<file path="src/rtl/load_store_unit.sv">
// RV32I load/store unit: one memory request at a time over a simple valid/ready bus,
// with lane steering, sign/zero extension, alignment checks and a bus-wait timeout.
module load_store_unit #(
  parameter int unsigned MAX_WAIT = 255
) (
  input  logic        clk,
  input  logic        reset_n,
  input  logic        req_valid,
  output logic        req_ready,
  input  logic        req_store,
  input  logic [2:0]  req_funct3,
  input  logic [31:0] req_address,
  input  logic [31:0] req_wdata,
  output logic        mem_valid,
  input  logic        mem_ready,
  output logic [31:0] mem_address,
  output logic [3:0]  mem_wstrobe,
  output logic [31:0] mem_wdata,
  input  logic [31:0] mem_rdata,
  output logic        done,
  output logic [31:0] load_data,
  output logic        error
);

  typedef enum logic [1:0] {
    IDLE = 2'd0,
    BUS  = 2'd1,
    DONE = 2'd2
  } state_e;

  localparam logic [7:0] LAST_WAIT = 8'(MAX_WAIT - 1);

  function automatic logic request_bad(input logic [2:0] f3, input logic st, input logic [1:0] off);
    logic bad;
    case (f3)
      3'b000:  bad = 1'b0;
      3'b001:  bad = off[0];
      3'b010:  bad = (off != 2'b00);
      3'b100:  bad = st;
      3'b101:  bad = st | off[0];
      default: bad = 1'b1;
    endcase
    return bad;
  endfunction

  function automatic logic [3:0] store_strobe(input logic [2:0] f3, input logic [1:0] off);
    logic [3:0] s;
    case (f3[1:0])
      2'b00:   s = 4'b0001 << off;
      2'b01:   s = 4'b0011 << off;
      2'b10:   s = 4'b1111;
      default: s = 4'b0000;
    endcase
    return s;
  endfunction

  function automatic logic [31:0] store_data(input logic [2:0] f3, input logic [31:0] wd);
    logic [31:0] d;
    case (f3[1:0])
      2'b00:   d = {4{wd[7:0]}};
      2'b01:   d = {2{wd[15:0]}};
      2'b10:   d = wd;
      default: d = 32'h0000_0000;
    endcase
    return d;
  endfunction

  function automatic logic [31:0] extract_load(input logic [31:0] rd, input logic [1:0] off,
                                               input logic [2:0] f3);
    logic [7:0]  b;
    logic [15:0] h;
    logic [31:0] r;
    b = rd[{off, 3'b000} +: 8];
    h = off[1] ? rd[31:16] : rd[15:0];
    case (f3)
      3'b000:  r = {{24{b[7]}}, b};
      3'b001:  r = {{16{h[15]}}, h};
      3'b010:  r = rd;
      3'b100:  r = {24'h00_0000, b};
      3'b101:  r = {16'h0000, h};
      default: r = 32'h0000_0000;
    endcase
    return r;
  endfunction

  state_e      state_q, state_d;
  logic [7:0]  wait_q, wait_d;
  logic [1:0]  off_q, off_d;
  logic [2:0]  funct3_q, funct3_d;
  logic        store_q, store_d;
  logic        mem_valid_q, mem_valid_d;
  logic [31:0] mem_address_q, mem_address_d;
  logic [3:0]  mem_wstrobe_q, mem_wstrobe_d;
  logic [31:0] mem_wdata_q, mem_wdata_d;
  logic        done_q, done_d;
  logic [31:0] load_data_q, load_data_d;
  logic        error_q, error_d;

  // Next-state and registered-output computation
  always_comb begin
    state_d       = state_q;
    wait_d        = wait_q;
    off_d         = off_q;
    funct3_d      = funct3_q;
    store_d       = store_q;
    mem_valid_d   = mem_valid_q;
    mem_address_d = mem_address_q;
    mem_wstrobe_d = mem_wstrobe_q;
    mem_wdata_d   = mem_wdata_q;
    done_d        = done_q;
    load_data_d   = load_data_q;
    error_d       = error_q;
    case (state_q)
      IDLE: begin
        wait_d = 8'd0;
        if (req_valid) begin
          off_d    = req_address[1:0];
          funct3_d = req_funct3;
          store_d  = req_store;
          if (request_bad(req_funct3, req_store, req_address[1:0])) begin
            state_d     = DONE;
            done_d      = 1'b1;
            error_d     = 1'b1;
            load_data_d = 32'h0000_0000;
          end else begin
            state_d       = BUS;
            mem_valid_d   = 1'b1;
            mem_address_d = {req_address[31:2], 2'b00};
            mem_wstrobe_d = req_store ? store_strobe(req_funct3, req_address[1:0]) : 4'b0000;
            mem_wdata_d   = req_store ? store_data(req_funct3, req_wdata) : 32'h0000_0000;
          end
        end else begin
          state_d = IDLE;
        end
      end
      BUS: begin
        // A response on the same edge the wait budget runs out still wins.
        if (mem_ready || (wait_q == LAST_WAIT)) begin
          state_d       = DONE;
          done_d        = 1'b1;
          error_d       = ~mem_ready;
          load_data_d   = (mem_ready && !store_q) ? extract_load(mem_rdata, off_q, funct3_q)
                                                  : 32'h0000_0000;
          wait_d        = 8'd0;
          mem_valid_d   = 1'b0;
          mem_address_d = 32'h0000_0000;
          mem_wstrobe_d = 4'b0000;
          mem_wdata_d   = 32'h0000_0000;
        end else begin
          wait_d = wait_q + 8'd1;
        end
      end
      DONE: begin
        done_d  = 1'b0;
        state_d = IDLE;
      end
      default: begin
        state_d     = IDLE;
        done_d      = 1'b0;
        mem_valid_d = 1'b0;
      end
    endcase
  end

  // State and output registers
  always_ff @(posedge clk or negedge reset_n) begin
    if (!reset_n) begin
      state_q       <= IDLE;
      wait_q        <= 8'd0;
      off_q         <= 2'b00;
      funct3_q      <= 3'b000;
      store_q       <= 1'b0;
      mem_valid_q   <= 1'b0;
      mem_address_q <= 32'h0000_0000;
      mem_wstrobe_q <= 4'b0000;
      mem_wdata_q   <= 32'h0000_0000;
      done_q        <= 1'b0;
      load_data_q   <= 32'h0000_0000;
      error_q       <= 1'b0;
    end else begin
      state_q       <= state_d;
      wait_q        <= wait_d;
      off_q         <= off_d;
      funct3_q      <= funct3_d;
      store_q       <= store_d;
      mem_valid_q   <= mem_valid_d;
      mem_address_q <= mem_address_d;
      mem_wstrobe_q <= mem_wstrobe_d;
      mem_wdata_q   <= mem_wdata_d;
      done_q        <= done_d;
      load_data_q   <= load_data_d;
      error_q       <= error_d;
    end
  end

  assign req_ready   = (state_q == IDLE);
  assign mem_valid   = mem_valid_q;
  assign mem_address = mem_address_q;
  assign mem_wstrobe = mem_wstrobe_q;
  assign mem_wdata   = mem_wdata_q;
  assign done        = done_q;
  assign load_data   = load_data_q;
  assign error       = error_q;

endmodule
</file>
<file path="config.mk">
export PLATFORM = sky130hd
export DESIGN_NAME = load_store_unit
export DESIGN_NICKNAME = d
export VERILOG_FILES = /design/src/rtl/load_store_unit.sv
export SDC_FILE = /design/constraint.sdc
export NUM_CORES = 1
export LEC_CHECK = 0
export ABC_AREA = 1
export CORE_MARGIN = 5
export CORE_UTILIZATION = 48
export DETAILED_ROUTE_END_ITERATION = 10
export PLACE_DENSITY = 0.95
export SLEW_MARGIN = 15
export SYNTH_ARGS = -nofsm -noshare
export SYNTH_HDL_FRONTEND = slang
export SYNTH_SLANG_ARGS = --single-unit
</file>
<file path="constraint.sdc">
create_clock -name clk -period 4.05 [get_ports clk]
set_input_delay 0.6075 -clock clk [delete_from_list [all_inputs] [get_ports clk]]
set_output_delay 0.6075 -clock clk [all_outputs]
set_load 0.02 [all_outputs]
</file>
[Yosys cells after proc, flatten, opt, wreduce, memory -nomap -nowiden]
Cells that the tools add are included.
Cells by class
  add/sub/neg operators: 1
  eq/ne operators: 17
  shift operators: 3
  multiplexer cells: 41
  bitwise gates (word level): 3
  reductions and logical operators: 14
Operators with widths (number)
  $mux W32: 10
  $pmux W32 S2: 3
  $pmux W32 S5: 1
  $pmux W32 S3: 1
  $shiftx A32 B6 Y8: 1
  $mux W16: 1
  $mux W4: 4
  $pmux W8 S2: 1
  $eq A3 B3 Y1 const B: 4
  $pmux W4 S3: 1
  $reduce_and A4 Y1: 3
  $mux W1: 9
  $add A8 B1 Y8 const B: 1
  $eq A8 B8 Y1 const B: 1
  $mux W8: 1
  $pmux W4 S2: 1
  $eq A3 B1 Y1 const B: 2
  $eq A3 B2 Y1 const B: 2
  $logic_not A3 Y1: 2
  $mux W2: 3
  $ne A2 B2 Y1 const B: 3
  $pmux W1 S5: 1
  $eq A2 B1 Y1 const B: 2
  $eq A2 B2 Y1 const B: 2
  15 further kinds: 19
Storage, ports and cells
  register bits after elaboration: 119
  input bits: 104
  output and inout bits: 104
  logic and storage cells: 91

[Longest topological paths before layout]
Gate-level depths: netlist (run 1).
  word-level depth: 7
  mapped depth: 13
  gate-level depth less buffers: 11

[Least setup slack after synthesis (run 1)]
Ideal clock, no wire load.
  path kind: input -> register
  start: in req_funct3[0]
  end: reg mem_wstrobe_q[0] (netlist: mem_wstrobe[0])
  setup time: 0.117 ns
  arrival time: 1.722 ns
  required time: 3.933 ns
  path slack: 2.211 ns
  stages on the path: 10
  buffers on the path: 3
  cell sequence: buf_4 inv_1 nor2_4 nand2_2 nand3_1 nand2_2 buf_2 buf_2 nand3_1 nand2_1
On the way
  cells in the longest elaborated chain, start to end: 6
  elaborated cells on any way between the ends: 18
  classes of those cells: eq/ne: 7; mux: 8; reduce/logical: 3
RTL lines
  start: declaration: line 11  | input logic [2:0] req_funct3,
  $eq A3 B3 Y1 (tied with other cells): line 35  | case (f3)
  $pmux W1 S5 / $pmux W4 S3 (equally long branches): line 35, 48
  $mux W1 / $mux W4 (equally long branches): line 116, 129
  $mux W1 / $mux W4 (equally long branches): line 113, 120
  $ne A2 B2 Y1 (no line) / $mux W4 (equally long branches)
  $reduce_and A4 Y1 (no line) / $pmux W4 S2 (equally long branches)
  end signal: assignment: line 188  | mem_wstrobe_q <= mem_wstrobe_d;
  end: declaration: line 93  | logic [3:0] mem_wstrobe_q, mem_wstrobe_d;
Several ways; a longest one is shown, not always the timed one. The select of a mux whose other input is x is not followed.
A chain may end at the register's enable or synchronous reset.

[Final worst setup path (run 1)]
  start: reg off_q[1]
  end: reg load_data_q[11] (netlist: load_data[11])
On the way
  cells in the longest elaborated chain, start to end: 5
  elaborated cells on any way between the ends: 6
  classes of those cells: shift: 1; mux: 5
RTL lines
  start: declaration: line 88  | logic [1:0] off_q, off_d;
  start signal: assignment: line 170  | off_q <= 2'b00;
  start signal: assignment: line 183  | off_q <= off_d;
  $shiftx A32 B6 Y8 / $mux W16 (equally long branches): line 73, 74
  $pmux W32 S5 *: line 75  | case (f3)
  $mux W32 *: line 142  | load_data_d = (mem_ready && !store_q) ? extract_load(mem_rdata, off_q, funct3_q)
  $mux W32 *: line 138  | if (mem_ready || (wait_q == LAST_WAIT)) begin
  $pmux W32 S2 *: line 113  | case (state_q)
  end signal: assignment: line 191  | load_data_q <= load_data_d;
  end: declaration: line 96  | logic [31:0] load_data_q, load_data_d;
Every way passes the cells marked *; elsewhere a longest branch is shown, timed or not. The select of a mux whose other input is x is not followed.

==> summary by stage, run 1 <==
Cells and area
The layout overhead on the synthesized area is 42.4%. 0 antenna diodes ended up in the layout. The proportion of layout cells with a drive suffix above 1 is under 10%.

After the last flow step, the layout net total stands at 1171. Fill cells in the final layout number roughly 970.

Floorplan
The initial core utilization is approximately half. The die is roughly 120 um tall. The floorplan step defined a core boundary enclosing between 10000 and 15000 sq um. The die is around 120 um wide. Row generation in the floorplan step produced between 40 and 50 rows. The total die area is 15500 sq um. The number of top-level design ports is between 200 and 250.

Timing
The clock period minus final worst setup slack is around 2.8 ns. Setup repair after global routing left no endpoint under its margin. At the pin with the least slew margin, the transition time is between 0.9 and 1 ns.

The number of max-slew violations in the final report is 0. The setup skew after layout is between 0.008 and 0.009 ns. Summed over all failing endpoints, the final setup total negative slack is 0 ns. The final critical path takes up 69.3% of the cycle. The worst slew margin relative to its limit is between 30% and 40%. Based on the critical path, the design can be clocked at up to between 300 and 400 MHz. The number of hold-slack violations in the final timing report came to 0. The worst hold slack is 0.260 ns. Setup violations remaining at the end of the flow were counted as 0.

Logic synthesis
For this run, the number of Yosys warnings is 0. The count of flip-flops with a built-in enable after synthesis is 0. A synthesized cell averages ~7 sq um. The post-synthesis async set-or-reset flop share is 100%. After synthesis, the largest area contributor takes up roughly 46% of total cell area.

Sequential elements use between 40% and 50% of the synthesized area. Of all cell types, the one taking the most synthesized area is sky130_fd_sc_hd__dfrtp_1. Synthesis produced a netlist whose cell count is a little under 900. Among all flip-flop cells after synthesis, the most frequent one is sky130_fd_sc_hd__dfrtp_1.

In this run, synthesis produced a sequential element count of around 120. The post-synthesis instance area is 6310 sq um. Yosys attributes the largest share of cell area to sky130_fd_sc_hd__dfrtp_1 46%, sky130_fd_sc_hd__nand2_1 23%, sky130_fd_sc_hd__nand3_1 7.8%. The number of different library cells in the post-synthesis netlist is 34.

Power
The combinational group share of total power is between 40% and 50%. VDD sags by at most 470 uV. For this design the static power due to leakage is approximately 4.6 nW. The switching power share of the total is about two fifths. The clock network burns roughly a quarter of the power. The net load switching power is between 0.002 and 0.003 W. The total power divided by cell area is 744 nW/um^2.

The sequential fraction of design power is roughly 29%. Internal power comes to 0.00390 W.

Setup path
The cell count of the worst reg-to-reg path is 7. Data on the critical path arrives at its endpoint at between 3 and 4 ns. Along the worst path, the maximum fanout reaches 24. The worst register-to-register path has a setup slack of about 1.2 ns. The endpoint of the most critical setup path is load_data[11]$_DFFE_PN0P_. The endpoint identified for the worst register-to-register timing path is load_data[11]$_DFFE_PN0P_. STA puts the critical path data required time at 4.35 ns.

The worst setup path is captured at a flop. The worst setup path category is reg2reg. The startpoint of the lowest-slack register-to-register path is off_q[1]$_DFFE_PN0P_. Tracing the worst setup path back leads to its startpoint at off_q[1]$_DFFE_PN0P_. The kind of start point of the critical path is a flop.

Clock tree
The root buffer selected by CTS is sky130_fd_sc_hd__clkbuf_16. Clock-pin slew was measured on the worst setup and hold paths at 0.05 ns. For this design, the sink count on the clock tree is 117.

Clock latency on the worst-skew pair, taken at its later pin, is 0.42 ns. TritonCTS built the clock tree. The post-cts gate resize count is 0. The number of setup buffers added after CTS is 0.

The H-tree depth reported by CTS is 4. The count of hold-fix buffers inserted at cts is 0. The number of buffers added by the clock tree synthesis step is 17. The maximum root-to-sink buffer count is 2.

GRT
Entering global routing, the biggest net connects between 60 and 70 pins. Across every metal layer, demand over resource in global routing totals 25.7%. The initial antenna violation count came to 0. The first global-routing pass estimated 32.5 mm of wire. After global routing the overflow that remains totals 0. The via count of the first global-routing pass is 6450.

Flow run
The number of max-cap violations is 0.

Detailed routing
The post-detailed-route DRC marker count is 0. The residual antenna-violating net count after detailed routing is 0. The post-detailed-route wirelength per cell is roughly 16 um.

The iteration-0 DRC count of the detailed router is 876. The number of detailed-route iterations in the first pass is 7. Dividing the detail-routed via count by the number of cells gives 5.33. Detailed routing inserted a total of 6664 vias. Wires add up to 19.8 mm.

Place
At the end of routability-driven placement, the weighted congestion stood at around 0.95. The count of port buffers added during placement is between 200 and 250. The half-perimeter wire length of the detailed placement result is 13.6 mm.

Run status
The flow ran to the end, and the final reports show no timing, DRC or antenna violations.

Min path
The worst hold path class is in2async.
==> metal layers <==
metal  track usage, %  part of all wire [%]  up-vias
met5                0                     0        -
met4             12.3                   4.2        0
met3             6.95                   9.3       82
met2             40.6                    47      414
met1             32.8                    40     3054
li1                 -                     -     3114
==> area by class of cell <==
type | instances | area, sq um | area share, %
Clock inverter | 10 | 179 | 1.99
Clock buffer | 22 | 444 | 4.95
Tap cell | 172 | 215 | 2.40
Inverter | 71 | 269 | 3.00
Sequential cell | 117 | 2930 | 32.6
Timing Repair Buffer | 210 | 2110 | 23.5
Multi-Input combinational cell | 648 | 2830 | 31.5
==> how the worst min path moves through the flow <==
stage	to	slack [ns]	startpoint
2_1_floorplan	done$_DFFE_PN0P_	0.31	reset_n
3_3_place_gp	mem_address[9]$_DFFE_PN0P_	0.45	mem_address[9]$_DFFE_PN0P_
3_5_place_dp	mem_wdata[18]$_DFFE_PN0P_	0.46	mem_wdata[18]$_DFFE_PN0P_
4_1_cts	mem_address[29]$_DFFE_PN0P_	0.28	reset_n
5_1_grt	mem_address[29]$_DFFE_PN0P_	0.32	reset_n
6_report	mem_address[29]$_DFFE_PN0P_	0.26	reset_n
==> cell families after synthesis <==
family / synth area share, %
adder cells (fa/ha/maj): 0.397
AO/OA/AOI/OAI: 6.39
AND/OR/NAND/NOR: 37.3
XOR/XNOR: 0.556
buffers and inverters: 8.83
flip-flops: 46.4
other: 0.0595
==> cell usage in the layout, fill, tap and decap left out, types with 2 or more instances in the layout <==
master                            Yosys  routed
sky130_fd_sc_hd__nand2_1            393     393
sky130_fd_sc_hd__clkdlybuf4s50_1      0     204
sky130_fd_sc_hd__dfrtp_1            117     117
sky130_fd_sc_hd__nand3_1             98      98
sky130_fd_sc_hd__inv_1               65      65
sky130_fd_sc_hd__nor2_1              53      53
sky130_fd_sc_hd__a21oi_1             44      44
sky130_fd_sc_hd__clkbuf_16            0      17
sky130_fd_sc_hd__o21ai_0             13      13
sky130_fd_sc_hd__o211ai_1             9       9
sky130_fd_sc_hd__or2_2                6       6
sky130_fd_sc_hd__nand2_2              5       5
sky130_fd_sc_hd__bufinv_16            0       5
sky130_fd_sc_hd__clkbuf_1            19       5
sky130_fd_sc_hd__inv_2                4       4
sky130_fd_sc_hd__clkinv_2             0       4
sky130_fd_sc_hd__buf_4                7       4
sky130_fd_sc_hd__nor2_4               3       3
sky130_fd_sc_hd__nor2_2               3       3
sky130_fd_sc_hd__xor2_1               3       3
sky130_fd_sc_hd__o22ai_1              2       2
sky130_fd_sc_hd__nand4_1              2       2
sky130_fd_sc_hd__ha_1                 2       2
sky130_fd_sc_hd__conb_1               1       2
sky130_fd_sc_hd__buf_12               0       2
==> critical path, stage by stage, from the launching register on <==
cell and delay [ns]:
sky130_fd_sc_hd__dfrtp_1 0.76, sky130_fd_sc_hd__clkinv_1 0.61, sky130_fd_sc_hd__o211ai_1 0.26, sky130_fd_sc_hd__nand2_1 0.07
sky130_fd_sc_hd__nand2_1 0.58, sky130_fd_sc_hd__nand3_1 0.23, sky130_fd_sc_hd__nand2_1 0.12, sky130_fd_sc_hd__nand2_1 0.05
==> state kept, by name (all words and copies together) (netlist names) <==
register	count
load_data	32
mem_wdata	32
mem_address	30
wait_q	8
mem_wstrobe	4
funct3_q	3
off_q	2
state_q	2
done	1
error	1
mem_valid	1
store_q	1
==> cell usage after synthesis, types with 2 or more instances <==
cell type / count
sky130_fd_sc_hd__xor2_1: 3
sky130_fd_sc_hd__nand2_2: 5
sky130_fd_sc_hd__nand3_1: 98
sky130_fd_sc_hd__o22ai_1: 2
sky130_fd_sc_hd__inv_2: 4
sky130_fd_sc_hd__nor2_1: 53
sky130_fd_sc_hd__clkbuf_1: 19
sky130_fd_sc_hd__nor2_4: 3
sky130_fd_sc_hd__ha_1: 2
sky130_fd_sc_hd__inv_1: 65
sky130_fd_sc_hd__dfrtp_1: 117
sky130_fd_sc_hd__a21oi_1: 44
sky130_fd_sc_hd__nand2_1: 393
sky130_fd_sc_hd__buf_6: 7
sky130_fd_sc_hd__nand4_1: 2
sky130_fd_sc_hd__buf_2: 17
sky130_fd_sc_hd__nor2_2: 3
sky130_fd_sc_hd__o21ai_0: 13
sky130_fd_sc_hd__buf_4: 7
sky130_fd_sc_hd__o211ai_1: 9
sky130_fd_sc_hd__or2_2: 6
==> power groups by stage <==
stage / registers (W) / logic, W / clock network, W
floorplan: 0.00231 / 0.00149 / 0
finish: 0.00191 / 0.00316 / 0.00161
global placement: 0.00190 / 0.00308 / 0
detailed placement: 0.00191 / 0.00314 / 0
global route: 0.00197 / 0.00343 / 0.00167
CTS: 0.00191 / 0.00316 / 0.00162
==> per-stage QoR <==
step | cell area [sq um] | utilization (%) | setup WS (ns) | std cells | total power (W)
after floorplan | 6310 | - | 2.21 | 886 | 0.00379
after global placement | 8360 | 65.4 | 1.02 | 1218 | 0.00498
after detailed placement | 8360 | 65.4 | 0.863 | 1218 | 0.00505
after CTS | 8980 | 70.3 | 1.28 | 1250 | 0.00670
after global routing | 8980 | 70.3 | 0.986 | 1250 | 0.00708
final | 8980 | 70.3 | 1.24 | 1250 | 0.00668
(Power assumes the default switching activity.)
==> inputs of run 2 (changes only) <==
Settings changed: CORE_UTILIZATION 48 to 47, PLACE_DENSITY 0.95 to 0.94.
Clock period 4.05 ns to 2.9 ns, I/O delays scaled along.
==> run 2 against run 1 <==
Non-clock buffer count up 10. Wire length down 0.12%. Worst hold slack better by 0.21 ns. Via count up 0.38%. Count of clock-buffer cells in the layout down 5. Power up 38%. Sequential power up 40%. Core utilization down 1.8 points. Final cell count up 1.1%. Register-to-register slack worse by 0.58 ns. Critical endpoint is now req_ready. Largest power group unchanged.
==> summary by stage, run 2 (synthesized netlist as in run 1, its figures left out) <==
Run status
The flow ran to the end, and the final reports show no timing, DRC or antenna violations.

Detailed routing
The via-per-instance ratio is 5.29 (-0.74%). The post-detailed-route DRC marker count was 0 (unchanged). The residual antenna-violating net count after detailed routing was 0 (unchanged). The post-detailed-route wirelength per cell is 15.7 um (-1.2%). The iteration-0 DRC count of the detailed router is 790 (-9.8%). The routed wire length is 19.8 mm (-0.12%).

The total via count in the routed design came to 6689 (+0.38%). The number of detailed-route iterations in the first pass was 8 (+1).

Power
The worst vdd rail ir drop is 811 uV (+73%). The net load switching power is 0.00403 W (+45%). The internal power component is 0.00516 W (+32%).

The total power divided by cell area is 1020 nW/um^2 (+37%). The sequential fraction of design power was 29.1% (+0.5 points). The leakage power total was 4.66 nW (+0.62%). The clock power share is 21.4% (-2.7 points).

The combinational group share of total power is 49.6% (+2.4 points). The switching power share of the total is 43.8% (+2.2 points).

GRT
The initial antenna violation count is 0 (unchanged). The aggregate global-route resource usage came to 24.8% (-0.91 points). The via count of the first global-routing pass came to 6560 (+1.7%). The aggregate global routing overflow came to 0 (unchanged). The largest net degree at the start of global routing is 70 (+1.4%).

The global-route wire length before repair is 32.0 mm (-1.7%).

Cells and area
The number of nets in the finished design is 1181 (+0.85%). The antenna cell count is 0 (unchanged). The final cell area excluding filler cells was 9040 sq um (+0.66%). In the layout the commonest cells are 393 x sky130_fd_sc_hd__nand2_1, 204 x sky130_fd_sc_hd__clkdlybuf4s50_1, 117 x sky130_fd_sc_hd__dfrtp_1, 98 x sky130_fd_sc_hd__nand3_1, 65 x sky130_fd_sc_hd__inv_1. The most frequent standard cell in the layout excluding fill and tap cells is sky130_fd_sc_hd__nand2_1. The area growth from synthesis to layout is 43.3%. The proportion of layout cells with a drive suffix above 1 is 6.80% (+1.2 points).

Clock tree
The clock latency on the worst-skew pair is 0.42 ns (about the same). CTS placed an instance of sky130_fd_sc_hd__clkbuf_16 at the clock tree root. The number of buffers added by the clock tree synthesis step is 17 (unchanged). The TritonCTS clock tree is built. The maximum root-to-sink buffer count is 2 (unchanged). The H-tree depth reported by CTS was 4 (unchanged). The clock input transition at the sequential cells of the worst setup and hold paths came to 0.06 ns (about the same). The number of sinks driven by the clock tree is 117 (unchanged).

Place
The weighted congestion reported at the end of routability-driven placement is 0.950 (+0.45%). The count of port buffers added during placement is 205 (unchanged). The cell area after placement was 8470 sq um (+1.3%).

The half-perimeter wire length of the detailed placement result came to 14.0 mm (+2.8%).

Setup path
The data required time at the worst endpoint is 2.47 ns (-1.88 ns). The cell with the largest stage delay on the worst path is sky130_fd_sc_hd__clkdlybuf4s50_1. The longest individual stage delay on the worst path is 0.70 ns (-0.06 ns).

The signal on the critical path passes through nor2_1 -> clkdlybuf4s50_1. The worst setup path category is reg2out. The endpoint arrival time on the critical path is 2.07 ns (-1.04 ns). The largest driver fanout on the critical path came to 9 (-63%). The worst setup path is launched from a flop.

The endpoint class of the critical path is an output pin.

Timing
The clock period minus final worst setup slack is 2.50 ns. The transition time at the pin with the least slew margin is 0.927 ns (+0.0245 ns). The number of max-slew violations in the final report is 0 (unchanged).

The count of endpoints failing setup in the final report is 0 (unchanged). Setup repair after global routing left no endpoint under its margin. The number of hold-slack violations in the final timing report is 0 (unchanged).

The setup skew after layout is 0.0131 ns (+0.00482 ns). The worst hold slack is 0.468 ns (+0.208 ns). The post-route setup TNS was 0 ns (unchanged). After layout, the worst path uses between 80 and 90% of the clock period. Static timing analysis puts the maximum clock frequency at between 300 and 400 MHz. The worst slew margin relative to its limit is 38.2% (-1.6 points).

Floorplan
The number of top-level design ports is 208 (unchanged). The initial core utilization is 47.8% (-1.6 points). The width of the die is 126 um (+0.97%).

The total die area came to 15800 sq um (+2.0%). The area of the core is 13200 sq um (+3.3%). The vertical die dimension is 126 um (+0.97%).

The floorplan row count was 42 (+2.4%).

Flow run
The number of max-cap violations came to 0 (unchanged).

Min path
The worst hold path class is reg2reg.
-- run 2: power by group through the flow --
stage | registers [W] | logic, W | clock network (W)
finish | 0.00267 | 0.00456 | 0.00196
floorplan | 0.00322 | 0.00208 | 0
detailed placement | 0.00266 | 0.00452 | 0
global placement | 0.00266 | 0.00442 | 0
CTS | 0.00267 | 0.00456 | 0.00200
global route | 0.00275 | 0.00492 | 0.00207
-- run 2: metal layers --
metal | vias to the layer above | part of all wire (%) | GRT usage [%]
li1 | 3148 | - | -
met1 | 3072 | 40 | 31.7
met2 | 401 | 46 | 39.9
met3 | 68 | 9.2 | 5.72
met4 | 0 | 4.6 | 12.1
met5 | - | 0 | 0
-- run 2: area by class of cell --
type / count / area, sq um
sequential: 117 / 2930
fill: 983 / 4150
multi-input combinational: 648 / 2830
timing repair buffer: 220 / 2230
clock inverter: 15 / 136
inverter: 71 / 269
tap: 176 / 220
clock buffer: 17 / 425
-- run 2: worst paths after layout --
| check | startpoint | end | slack (ns) | cells past startpoint |
|---|---|---|---|---|
| max | state_q[1]$_DFFE_PN0P_ | req_ready | 0.40 | 2 |
| min | mem_address[29]$_DFFE_PN0P_ | mem_address[29]$_DFFE_PN0P_ | 0.47 | 2 |
| max reg2reg | state_q[1]$_DFFE_PN0P_ | mem_address[10]$_DFFE_PN0P_ | 0.66 | 9 |
| min reg2reg | mem_address[29]$_DFFE_PN0P_ | mem_address[29]$_DFFE_PN0P_ | 0.47 | 2 |
| max in group asynchronous | reset_n | mem_wstrobe[0]$_DFFE_PN0P_ | 1.74 | 3 |
| min in group asynchronous | reset_n | load_data[7]$_DFFE_PN0P_ | 0.49 | 2 |
-- run 2: timing repair --
| item | CTS | global route |
|---|---|---|
| hold buffers | 1 | 0 |
| buffers inserted | 0 | 0 |
| hold endpoints to repair | 26 | 0 |
| resized for setup | 0 | 0 |
-- run 2: critical path: cells and delay by family (launching register included) --
| kind | cells | cell delay, ns |
|---|---|---|
| buffers and inverters | 1 | 0.70 |
| and+or+nand+nor | 1 | 0.41 |
| DFF | 1 | 0.53 |
-- run 2: stage by stage --
step	setup WS (ns)	utilization [%]	total power (W)	std cells
final	0.396	68.5	0.00919	1264
after global routing	0.326	68.5	0.00974	1264
after CTS	0.396	68.5	0.00922	1264
after detailed placement	0.214	64.2	0.00719	1231
after global placement	0.330	64.2	0.00708	1231
after floorplan	1.18	-	0.00530	886
==> inputs of run 3 (changes only) <==
Clock period 2.9 ns to 2.45 ns, I/O delays scaled along.
==> run 3 against run 2 <==
Sequential share of layout area down 0.36 points. Final cell count up 0.71%. Count of clock-buffer cells in the layout unchanged. Critical path depth up 1. Clock power up 28%. Wire length up 1.7%. Sequential power up 17%. Core utilization up 0.77 points. Die area unchanged. Flip-flop and latch count unchanged. Worst hold slack worse by 0.031 ns. Design area up 1.1%.
==> summary by stage, run 3 (synthesized netlist as in run 1, its figures left out) <==
Detailed routing
The number of detailed-route iterations in the first pass came to 5 (-3). The via-per-instance ratio came to 5.25 (-0.77%). The post-detailed-route wirelength per cell is 15.8 um (+0.96%).

The routed wire length is 20.1 mm (+1.7%). The post-detailed-route DRC marker count is 0 (unchanged). The residual antenna-violating net count after detailed routing was 0 (unchanged). The total via count in the routed design came to 6685 (-0.060%).

The iteration-0 DRC count of the detailed router is 681 (-14%).

Cells and area
The final cell area excluding filler cells is 9140 sq um (+1.1%). In the layout the commonest cells are 393 x sky130_fd_sc_hd__nand2_1, 204 x sky130_fd_sc_hd__clkdlybuf4s50_1, 117 x sky130_fd_sc_hd__dfrtp_1, 98 x sky130_fd_sc_hd__nand3_1, 65 x sky130_fd_sc_hd__inv_1. The most frequent standard cell in the layout excluding fill and tap cells is sky130_fd_sc_hd__nand2_1. The layout overhead on the synthesized area is 44.9%. The number of nets in the finished design is 1190 (+0.76%). The proportion of layout cells with a drive suffix above 1 came to 7.57% (+0.76 points). The antenna cell count was 0 (unchanged). The number of fill cells is 1012 (+3.0%).

Place
The cell area after placement is 8530 sq um (+0.80%). The half-perimeter wire length of the detailed placement result is 14.0 mm (+0.43%). The weighted congestion reported at the end of routability-driven placement is 0.944 (-0.63%). The count of port buffers added during placement is 205 (unchanged).

Setup path
The cell count of the worst reg-to-reg path is 11 (+2). The largest driver fanout on the critical path is 9 (unchanged). The kind of start point of the critical path is a flop. The endpoint arrival time on the critical path is 1.84 ns (-0.23 ns). The worst setup path category is reg2out. The data required time at the worst endpoint is 2.08 ns (-0.39 ns). The worst register-to-register path ends at mem_address[23]$_DFFE_PN0P_. The startpoint of the lowest-slack register-to-register path is wait_q[0]$_DFFE_PN0P_. The register-to-register setup slack is 0.33 ns (-0.33 ns). STA classifies the critical path endpoint as an output pin.

Flow run
The number of max-cap violations came to 0 (unchanged).

GRT
The via count of the first global-routing pass was 6608 (+0.73%). The aggregate global routing overflow is 0 (unchanged). In this run the most used layer during global routing was met2.

The aggregate global-route resource usage is 25.2% (+0.41 points). The global routing met1 resource utilization is 31.4% (-0.31 points). The fraction of met2 tracks used by global routing is 40.5% (+0.63 points). The global-route wire length before repair is 32.4 mm (+1.3%). The largest net degree at the start of global routing was 60 (-14%).

The initial antenna violation count is 0 (unchanged). The met3 usage in global routing is 6.56% (+0.85 points).

Clock tree
The clock latency on the worst-skew pair is 0.42 ns (about the same). The clock input transition at the sequential cells of the worst setup and hold paths was 0.06 ns (about the same). The number of buffers added by the clock tree synthesis step is 17 (unchanged).

The TritonCTS clock tree is built. The post-CTS repair timing setup buffer count came to 0 (unchanged). The number of sinks driven by the clock tree was 117 (unchanged). The maximum root-to-sink buffer count is 2 (unchanged).

The H-tree depth reported by CTS is 4 (unchanged). Clock tree synthesis selected as its root buffer the cell sky130_fd_sc_hd__clkbuf_16.

Floorplan
The floorplan row count is 42 (unchanged). The number of top-level design ports was 208 (unchanged). The vertical die dimension was 126 um (unchanged). The width of the die is 126 um (unchanged).

The total die area came to 15800 sq um (unchanged). The area of the core is 13200 sq um (unchanged). The initial core utilization came to 47.8% (unchanged).

Timing
The setup skew after layout was 0.0129 ns (-0.000248 ns). The number of max-slew violations in the final report is 0 (unchanged). The worst slew margin relative to its limit is 46.8% (+8.7 points). The post-route setup TNS is 0 ns (unchanged).

Setup repair after global routing left no endpoint under its margin. The number of hold-slack violations in the final timing report came to 0 (unchanged). The share of the clock period used by the worst path after layout is 90.1%. The maximum achievable frequency is around 450 MHz.

The transition time at the pin with the least slew margin was 0.797 ns (-0.129 ns). The count of endpoints failing setup in the final report came to 0 (unchanged). The worst hold slack is 0.438 ns (-0.0306 ns).

The smallest clock period supported by the final layout is computed as 2.21 ns.

Power
The internal power component is 0.00636 W (+23%). The combinational group share of total power was 49.5% (about the same). The post-route total power was 0.0111 W (+21%). The net load switching power is 0.00479 W (+19%). The sequential fraction of design power is 28.1% (-1.0 points). The leakage power total was 4.72 nW (+1.3%). The total power divided by cell area is 1220 nW/um^2 (+20%).

The switching power share of the total came to 43.0% (-0.87 points). The worst vdd rail ir drop came to 798 uV (-1.6%). The clock power share is 22.4% (+1.0 points).

Min path
The path class of the tightest hold or removal check is in2async.

Run status
The run finished with clean final reports.
## run 3: worst max-delay path, stage by stage (launching register included)
cell and delay (ns):
sky130_fd_sc_hd__dfrtp_1 0.50, sky130_fd_sc_hd__nor2_1 0.14, sky130_fd_sc_hd__buf_4 0.16, sky130_fd_sc_hd__clkdlybuf4s50_1 0.63
## run 3: per-stage QoR
stage / worst slack [ns] / instances / utilization, %
after floorplan: 0.729 / 886 / -
after global placement: 0.295 / 1240 / 64.7
after detailed placement: 0.175 / 1240 / 64.7
after CTS: 0.225 / 1273 / 69.3
after global routing: 0.172 / 1273 / 69.3
final: 0.242 / 1273 / 69.3
## run 3: area by class of cell
cell class | count | area [sq um] | area share, %
Sequential cell | 117 | 2930 | 32.0
Multi-Input combinational cell | 648 | 2830 | 31.0
Timing Repair Buffer | 229 | 2290 | 25.1
Clock buffer | 17 | 425 | 4.65
Inverter | 71 | 269 | 2.94
Tap cell | 176 | 220 | 2.41
Clock inverter | 15 | 170 | 1.86
## run 3: metal layers
metal,vias to the layer above,wire length (um)
met4,0,1010
met2,374,9390
li1,3153,-
met3,81,1740
met5,-,0
met1,3077,7990
## run 3: repair_timing
item / in CTS / in global routing
endpoints found under the hold margin: 30 / 0
hold buffers: 1 / 0
gates resized for setup: 0 / 0
## run 3: how the worst max path moves through the flow
stage | startpoint | endpoint | slack, ns | depth (start not counted)
after global routing | wait_q[0]$_DFFE_PN0P_ | mem_address[23]$_DFFE_PN0P_ | 0.17 | 11
after detailed placement | req_funct3[0] | mem_wdata[10]$_DFFE_PN0P_ | 0.17 | 10
after floorplan | state_q[1]$_DFFE_PN0P_ | mem_wstrobe[0]$_DFFE_PN0P_ | 0.73 | 7
final | state_q[1]$_DFFE_PN0P_ | req_ready | 0.24 | 3
after CTS | state_q[1]$_DFFE_PN0P_ | req_ready | 0.23 | 3
after global placement | req_funct3[0] | mem_address[3]$_DFFE_PN0P_ | 0.30 | 10
## run 3: power groups by stage
stage          Combinational [W]  Clock, W  Sequential [W]
2_1_floorplan            0.00246         0         0.00382
3_3_place_gp             0.00533         0         0.00312
3_5_place_dp             0.00547         0         0.00312
4_1_cts                  0.00552   0.00253         0.00313
5_1_grt                  0.00594   0.00262         0.00323
6_report                 0.00552   0.00250         0.00313
